<file path="src/rtl/rom_arbiter.sv">
// Two-requester round-robin arbiter in front of a single-port synchronous ROM.
// One read is in flight at a time: IDLE/RETURN arbitrate, ISSUE drives the ROM, WAIT covers its latency.
module rom_arbiter #(
    parameter int unsigned ADDR_W  = 4,
    parameter int unsigned DATA_W  = 8,
    parameter int unsigned ROM_LAT = 1
) (
    input  logic              clk,
    input  logic              reset,
    input  logic              req0,
    input  logic              req1,
    input  logic [ADDR_W-1:0] addr0,
    input  logic [ADDR_W-1:0] addr1,
    output logic              gnt0,
    output logic              gnt1,
    output logic [DATA_W-1:0] rdata0,
    output logic [DATA_W-1:0] rdata1,
    output logic              rvalid0,
    output logic              rvalid1,
    output logic              busy,
    output logic [ADDR_W-1:0] ROM_addr,
    output logic              ROM_re,
    output logic              ROM_ce,
    input  logic [DATA_W-1:0] ROM_data
);

    localparam int unsigned CNT_W = 3;
    localparam logic [CNT_W-1:0] CNT_LAST = CNT_W'(ROM_LAT - 1);

    typedef enum logic [1:0] {
        IDLE,
        ISSUE,
        WAIT,
        RETURN
    } state_t;

    state_t            state;
    state_t            state_nxt;
    logic [CNT_W-1:0]  cnt;
    logic [CNT_W-1:0]  cnt_nxt;
    logic              last;       // requester served most recently
    logic              last_nxt;
    logic              win;        // requester owning the current transaction
    logic              win_nxt;
    logic              arb_win;

    logic              gnt0_nxt;
    logic              gnt1_nxt;
    logic              rvalid0_nxt;
    logic              rvalid1_nxt;
    logic              busy_nxt;
    logic              ce_nxt;
    logic [ADDR_W-1:0] addr_nxt;
    logic [DATA_W-1:0] rdata0_nxt;
    logic [DATA_W-1:0] rdata1_nxt;

    // State and registered outputs
    always_ff @(posedge clk or posedge reset) begin
        if (reset) begin
            state    <= IDLE;
            cnt      <= '0;
            last     <= 1'b1;
            win      <= 1'b0;
            gnt0     <= 1'b0;
            gnt1     <= 1'b0;
            rvalid0  <= 1'b0;
            rvalid1  <= 1'b0;
            busy     <= 1'b0;
            ROM_ce   <= 1'b0;
            ROM_re   <= 1'b0;
            ROM_addr <= '0;
            rdata0   <= '0;
            rdata1   <= '0;
        end else begin
            state    <= state_nxt;
            cnt      <= cnt_nxt;
            last     <= last_nxt;
            win      <= win_nxt;
            gnt0     <= gnt0_nxt;
            gnt1     <= gnt1_nxt;
            rvalid0  <= rvalid0_nxt;
            rvalid1  <= rvalid1_nxt;
            busy     <= busy_nxt;
            ROM_ce   <= ce_nxt;
            ROM_re   <= ce_nxt;
            ROM_addr <= addr_nxt;
            rdata0   <= rdata0_nxt;
            rdata1   <= rdata1_nxt;
        end
    end

    // Next state and next values of every registered output
    always_comb begin
        state_nxt   = state;
        cnt_nxt     = cnt;
        last_nxt    = last;
        win_nxt     = win;
        gnt0_nxt    = 1'b0;
        gnt1_nxt    = 1'b0;
        rvalid0_nxt = 1'b0;
        rvalid1_nxt = 1'b0;
        ce_nxt      = 1'b0;
        addr_nxt    = '0;
        rdata0_nxt  = rdata0;
        rdata1_nxt  = rdata1;
        // On a tie the requester not served last wins; otherwise the sole requester
        arb_win     = (req0 && req1) ? ~last : req1;

        case (state)
            IDLE, RETURN: begin
                if (req0 || req1) begin
                    state_nxt = ISSUE;
                    win_nxt   = arb_win;
                    last_nxt  = arb_win;
                    gnt0_nxt  = ~arb_win;
                    gnt1_nxt  = arb_win;
                    ce_nxt    = 1'b1;
                    addr_nxt  = arb_win ? addr1 : addr0;
                end else begin
                    state_nxt = IDLE;
                end
            end
            ISSUE: begin
                state_nxt = WAIT;
                cnt_nxt   = '0;
            end
            WAIT: begin
                if (cnt == CNT_LAST) begin
                    state_nxt = RETURN;
                    cnt_nxt   = '0;
                    if (win) begin
                        rdata1_nxt  = ROM_data;
                        rvalid1_nxt = 1'b1;
                    end else begin
                        rdata0_nxt  = ROM_data;
                        rvalid0_nxt = 1'b1;
                    end
                end else begin
                    cnt_nxt = cnt + CNT_W'(1);
                end
            end
            default: state_nxt = IDLE;
        endcase

        busy_nxt = (state_nxt != IDLE);
    end

endmodule

</file>
<file path="config.mk">
export PLATFORM = sky130hd
export DESIGN_NAME = rom_arbiter
export DESIGN_NICKNAME = d
export VERILOG_FILES = /design/src/rtl/rom_arbiter.sv
export SDC_FILE = /design/constraint.sdc
export NUM_CORES = 1
export LEC_CHECK = 0
export ABC_CLOCK_PERIOD_IN_PS = 1800
export BUFFER_PORTS_ARGS = -buffer_cell sky130_fd_sc_hd__buf_2
export CORE_UTILIZATION = 48
export DETAILED_ROUTE_END_ITERATION = 12
export GPL_ROUTABILITY_DRIVEN = 0
export PLACE_DENSITY = 0.76
export SYNTH_ARGS = -nofsm -noshare
export SYNTH_HDL_FRONTEND = slang
export SYNTH_SLANG_ARGS = --single-unit
</file>
<file path="constraint.sdc">
create_clock -name clk -period 1.8 [get_ports clk]
set_input_delay 0.36 -clock clk [delete_from_list [all_inputs] [get_ports clk]]
set_output_delay 0.36 -clock clk [all_outputs]
set_load 0.01 [all_outputs]
</file>
[Word level (Yosys, flattened, before mapping)]
Cells that the tools add are included.
Word-level totals
  word-level logic and storage cells: 51
  output and inout bits: 27
  bits in registers: 33
  input bits: 20
Operators by class
  bitwise gates (word level): 3
  muxes and demuxes: 21
  add/subtract/negate cells: 1
  reductions and logical operators: 10
  equal/unequal tests: 3
Operators with widths (count)
  $mux 1: 14
  $mux 4: 3
  $pmux 2 s3: 1
  $pmux 3 s2: 1
  $reduce_and 3->1: 2
  $eq 2x2->1 const B: 2
  $reduce_bool 2->1: 2
  $add 3x1->3 const B: 1
  $logic_not 3->1: 1
  $mux 3: 1
  $not 1->1: 3
  $eq 2x1->1 const B: 1
  $logic_not 2->1: 1
  $mux 2: 1
  $reduce_and 2->1: 1
  $reduce_or 2->1: 1
  $logic_and 1x1->1: 1
  $logic_or 1x1->1: 1

[Longest topological paths before layout]
Gate-level depths: netlist of run 1.
  word-level depth: 5
  mapped depth: 6
  mapped depth without buffers: 5

[Least setup slack after synthesis of run 1]
No wires, ideal clock.
  path kind: reg2reg
  start: register cnt[0]
  end: register rdata0[0]
  path slack: 0.323 ns
  path buffers: 1
  library setup time: 0.125 ns
  arrival: 1.352 ns
  cell stages (with the launch flop): 7
  data required time: 1.675 ns
  period minus slack after synthesis: 1.477 ns
  cells stage by stage: dfrtp_1 -> inv_1 -> ha_1 -> nor2b_4 -> and3b_1 -> buf_6 -> mux2_4
Between the ends
  cells in the longest elaborated chain, start to end: 2
RTL lines
  start, declared: RTL line 39  | logic [CNT_W-1:0] cnt;
  start signal, assigned: RTL line 76  | cnt <= cnt_nxt;
  $logic_not 3->1: RTL line 128  | if (cnt == CNT_LAST) begin
  $reduce_and 3->1 (no source line)
  end signal, assigned: RTL line 87  | rdata0 <= rdata0_nxt;
  end, declared: RTL line 16  | output logic [DATA_W-1:0] rdata0,
No other way between the ends.
A chain may end at the register's enable or synchronous reset.

[Worst setup path after layout of run 1]
  start: register cnt[1]
  end: register rdata0[4]
Same word-level chain as after synthesis.

==> run_results.csv, run 1 <==
group,metric,value,unit
route,wl_per_cell,13.0,um
die,io_pins,47,
sta,final_max_slew_viol_count,0,
sta,setup_ws,0.171,ns
sta,period_needed,1.63,ns
synth,syn_avg_cell_area,14.6,um^2
synth,ys.warnings.count,0,
critical_path,cp_slowest_cell,"dfrtp_1",
route,ant_nets,0,
grt,grt_max_degree,34,
sta,setup_viol,0,
critical_path,critPathLaunchType,"flip-flop",
grt,grt.overflow.total,0,
synth,syn_area,1300,um^2
critical_path,end_kind,"flip-flop",
critical_path,worstPathMaxFanout,9,
synth,ys_ff_latch,33,
layout,n_antenna_cell,0,
layout,syn2layout_area_growth,25.6,%
placement,dp_hpwl,1.67,mm
clock_tree,cts_tree,"built",
sta,setup_tns,0,ns
sta,worstMarginPinSlew,0.508,ns
route,dr.pass1.iters,2,
critical_path,worstPathArrival,1.84,ns
sta,finalCritPeriodShare,90.5,%
critical_path,cp_cell_sequence,"inv_1 > ha_1 > nor2b_4 > and3b_1 > buf_12 > mux2_4",
route,routed_wl,2.25,mm
die,coreArea,2520,um^2
layout,final_cell_mix,"buf_2 (46), dfrtp_1 (32), mux2_4 (8), inv_1 (8), mux2_2 (8)",
critical_path,critPathLaunch,"cnt[1]",
layout,fillers,203,
grt,antenna_found_initial,0,
critical_path,cp.required,2.01,ns
worst_hold_path,min_path_type,"input port to asynchronous set/reset pin",
grt,grt_pass1_vias,846,
critical_path,path_buf_inv,2,
clock_tree,numCtsBuffers,5,
clock_tree,cts_max_level,2,
status,status,"completed",
die,start_util,51.4,%
sta,maxSlewHeadroom,65.8,%
die,die_h,54.0,um
synth,ys_types,21,
flow_run,drv_cap,0,
sta,fmax,0.614,GHz
layout,multi_input_area,422,um^2
die,die-area,2910,um^2
synth,ys_seq_area_share,63.7,%
clock_tree,post-cts-setup-buffers,0,
power_and_ir_drop,power_density,1770,nW/um^2
synth,synth_edf_count,0,
clock_tree,clkLatencyLatePin,0.33,ns
clock_tree,root_buffer,"clkbuf_4",
synth,syn_inst,89,
critical_path,worstSetupPathType,"flip-flop to flip-flop",
critical_path,r2r_start,"cnt[1]",
layout,regArea,827,um^2
synth,synth_nets,112,
route,drt_iter0_drc,4,
layout,final_common_cell,"buf_2",
sta,fin_skew,0.00955,ns
die,rows,18,
critical_path,max_stage_delay,0.41,ns
layout,layout-drive-gt1-share,53.1,%
route,vias,862,
placement,portBuffers,46,
clock_tree,clockBufferDepth,2,
grt,grt_pass1_wl,3.43,mm
placement,dp_slack,0.201,ns
clock_tree,cts-resized-gates,0,
sta,hold_viol_final,0,
clock_tree,cts_hold_buf,0,
route,drc,0,
clock_tree,clkTransAtPathRegs,0.11,ns
grt,globalRouteTotalUtil,17.5,%
sta,rsz0062_at_grt,"no",
synth,ys_dominant_reg_cell,"dfrtp_1",
layout,nets,165,
power_and_ir_drop,ir_worst_vdd,1.31,mV
power_and_ir_drop,p_leak,0.883,nW
synth,synth_async_sr_flop_share,100,%
die,die_w,54.0,um
critical_path,critPathTopFamily,"flip-flops",
clock_tree,cts.sink_count,33,
route,viasPerCell,4.98,
==> final timing paths <==
check	endpoint	slack, ns	cells past startpoint
min	gnt1	0.1	3
max reg2reg	rdata0[4]	0.17	6
max in group asynchronous	last	1.38	3
min in group clk	ROM_addr[3]	0.24	2
min reg2reg	rdata1[1]	0.51	1
max	rdata0[4]	0.17	6
==> worst reg2reg max path, delay by kind of cell, from the launching register on <==
| kind | cells | cell delay, ns |
|---|---|---|
| adders and majority gates | 1 | 0.18 |
| buffers and inverters | 2 | 0.24 |
| DFF | 1 | 0.41 |
| muxes | 1 | 0.30 |
| and+or+nand+nor | 2 | 0.39 |
==> cells in the mapped netlist (2+ instances only) <==
library cell  count  area (um^2)
a21o_1            2         15.0
inv_1             8         30.0
mux2_2            8         90.1
o21ai_0           5         25.0
nand2_1           6         22.5
a22o_1            4         35.0
mux2_4            8          120
nor2b_1           2         12.5
ha_1              3         37.5
dfrtp_1          32          801
==> flip-flops by register name (all words and copies together), names as in the netlist <==
signal / flops
last: 1
rvalid0: 1
ROM_ce: 1
win: 1
rdata0: 8
state: 2
gnt1: 1
rvalid1: 1
cnt: 3
gnt0: 1
ROM_addr: 4
busy: 1
rdata1: 8
==> through the flow <==
step                      instance area, um^2  utilization, %  cells  hold WS [ns]  power, mW
final                                    1630            64.6    173        0.0966       2.89
after global routing                     1630            64.6    173         0.131       3.12
after CTS                                1630            64.6    173        0.0972       2.93
after detailed placement                 1570            62.4    165         0.473       2.53
after global placement                   1570            62.4    165         0.456       2.48
after floorplan                          1300               -     89         0.476       2.07
==> per-layer routing <==
metal  vias up  track usage (%)  routed length (um)
met4         0             6.41                  27
met2        40             32.7                1150
met5         -                0                   0
met1       413             16.0                 887
li1        405                -                   -
met3         4             8.76                 185
==> final cells by class <==
cell class | instances | area share (%)
Multi-Input combinational cell | 46 | 25.9
Timing Repair Buffer | 48 | 15.8
Tap cell | 30 | 2.30
Clock inverter | 3 | 1.08
Sequential cell | 33 | 50.8
Clock buffer | 5 | 2.30
Inverter | 8 | 1.84
==> logic make-up after synthesis <==
kind of cell,share of synthesized area [%]
muxes,16.2
adders and majority gates,2.89
AOI/OAI and AO/OA,6.85
buffers and inverters,3.76
and+or+nand+nor,6.56
DFF,63.7
==> power breakdown <==
part           leakage, nW  total [mW]  internal [mW]  switching [mW]
Combinational        0.449        1.26          0.660           0.604
Clock               0.0310       0.393          0.147           0.246
Sequential           0.403        1.23           1.09           0.144
Total                0.883        2.89           1.89           0.993
No activity file was read; power rests on OpenSTA's default activity.
==> inputs of run 2 (changes only) <==
--- a/config.mk
+++ b/config.mk
@@ -7,10 +7,12 @@
 export LEC_CHECK = 0
 export ABC_CLOCK_PERIOD_IN_PS = 1800
 export BUFFER_PORTS_ARGS = -buffer_cell sky130_fd_sc_hd__buf_2
-export CORE_UTILIZATION = 48
+export CORE_UTILIZATION = 50
+export CTS_BUF_LIST = sky130_fd_sc_hd__clkbuf_4 sky130_fd_sc_hd__clkbuf_8
 export DETAILED_ROUTE_END_ITERATION = 12
 export GPL_ROUTABILITY_DRIVEN = 0
-export PLACE_DENSITY = 0.76
+export PLACE_DENSITY = 0.79
+export SLEW_MARGIN = 0
 export SYNTH_ARGS = -nofsm -noshare
 export SYNTH_HDL_FRONTEND = slang
 export SYNTH_SLANG_ARGS = --single-unit
==> run_results.csv, run 2 (synthesized netlist as in run 1, its figures left out) <==
group,metric,value,unit
layout,instances_no_fill,173,
placement,portBuffers,46,
sta,fmax,0.621,GHz
layout,n_antenna_cell,0,
die,coreArea,2450,um^2
layout,final_cell_mix,"buf_2 (46), dfrtp_1 (32), mux2_4 (8), inv_1 (8), mux2_2 (8)",
clock_tree,clkLatencyLatePin,0.33,ns
route,wl_per_cell,12.9,um
route,vias,878,
clock_tree,cts-resized-gates,0,
critical_path,end_kind,"flip-flop",
sta,hold_viol_final,0,
grt,globalRouteTotalUtil,17.8,%
die,die_w,52.9,um
critical_path,worstPathMaxFanout,7,
grt,grt_max_degree,34,
critical_path,worstPathArrival,1.86,ns
route,routed_wl,2.23,mm
sta,worstMarginPinSlew,0.524,ns
layout,syn2layout_area_growth,28.2,%
power_and_ir_drop,power_density,1850,nW/um^2
sta,setup_tns,0,ns
power_and_ir_drop,p_leak,0.901,nW
grt,grt_pass1_vias,792,
layout,nets,165,
die,die_h,52.9,um
critical_path,critPathLaunchType,"flip-flop",
clock_tree,clkTransAtPathRegs,0.10,ns
worst_hold_path,min_path_type,"input port to asynchronous set/reset pin",
clock_tree,clockBufferDepth,2,
status,status,"completed",
route,drc,0,
power_and_ir_drop,p_total,3.08,mW
layout,final_common_cell,"buf_2",
flow_run,drv_cap,0,
layout,layout-drive-gt1-share,53.1,%
clock_tree,cts_hold_buf,0,
clock_tree,numCtsBuffers,5,
power_and_ir_drop,ir_worst_vdd,1.08,mV
placement,dp_cells,165,
sta,rsz0062_at_grt,"no",
critical_path,cp_slowest_cell,"ha_1",
route,dr.pass1.iters,4,
clock_tree,root_buffer,"clkbuf_4",
sta,setup_viol,0,
layout,largestRegisters,"rdata0 x8, rdata1 x8, ROM_addr x4",
placement,dp_hpwl,1.70,mm
critical_path,worstSetupPathType,"flip-flop to flip-flop",
clock_tree,post-cts-setup-buffers,0,
die,die-area,2800,um^2
sta,maxSlewHeadroom,64.7,%
sta,finalCritPeriodShare,89.5,%
grt,antenna_found_initial,0,
clock_tree,cts_max_level,2,
die,start_util,52.9,%
die,rows,18,
sta,fin_skew,0.00909,ns
route,drt_iter0_drc,5,
critical_path,max_stage_delay,0.38,ns
route,ant_nets,0,
clock_tree,cts_tree,"built",
sta,period_needed,1.61,ns
clock_tree,cts.sink_count,33,
grt,grt.overflow.total,0,
die,io_pins,47,
route,viasPerCell,5.08,
critical_path,cp_cell_sequence,"inv_1 > ha_1 > nor2b_1 > or3b_1 > o21ai_0",
grt,grt_pass1_wl,3.33,mm
sta,final_max_slew_viol_count,0,
critical_path,cp.required,2.04,ns
## run 2: critical path, delay by kind of cell (launching register included)
kind	cells	cell delay, ns
flops	1	0.36
simple gates	2	0.65
fa+ha+maj	1	0.38
compound gates	1	0.09
buf+inv	1	0.05
## run 2: final timing paths
check / end / cells past startpoint / startpoint / slack, ns
setup / recovery: cnt[0] / 5 / state[0] / 0.19
hold / removal: state[0] / 3 / reset / 0.09
setup reg to reg: cnt[0] / 5 / state[0] / 0.19
hold reg to reg: rdata1[3] / 1 / rdata1[3] / 0.51
max in group asynchronous: last / 3 / reset / 1.38
min in group clk: ROM_addr[3] / 2 / addr1[3] / 0.24
## run 2: report_power, final
| group | switching, mW | internal [mW] |
|---|---|---|
| logic | 0.605 | 0.660 |
| clock network | 0.235 | 0.347 |
| registers | 0.149 | 1.09 |
## run 2: layer usage
layer / track usage, % / wire [um] / part of all wire (%) / up-vias
met1: 17.4 / 916 / 41 / 426
met4: 7.89 / 35 / 1.6 / 0
met3: 9.48 / 202 / 9.1 / 3
li1: - / - / - / 409
met2: 30.6 / 1080 / 48 / 40
met5: 0 / 0 / 0 / -
## run 2: per-stage QoR
| step | worst slack (ns) | cell area [um^2] | util [%] | hold slack, ns |
|---|---|---|---|---|
| 3_3_place_gp | 0.274 | 1570 | 64.1 | 0.456 |
| 3_5_place_dp | 0.204 | 1570 | 64.1 | 0.461 |
| 6_report | 0.189 | 1660 | 67.7 | 0.0893 |
| 2_1_floorplan | 0.323 | 1300 | - | 0.476 |
| 5_1_grt | 0.0789 | 1660 | 67.7 | 0.113 |
| 4_1_cts | 0.176 | 1660 | 67.7 | 0.0956 |
## run 2: area by class of cell
class	instances	area, um^2
repair buffers	48	258
inverters	8	30.0
fillers	171	792
clock buffers	7	58.8
clock inverters	1	30.0
well taps	30	37.5
multi-input cells	46	422
flip-flops and latches	33	827
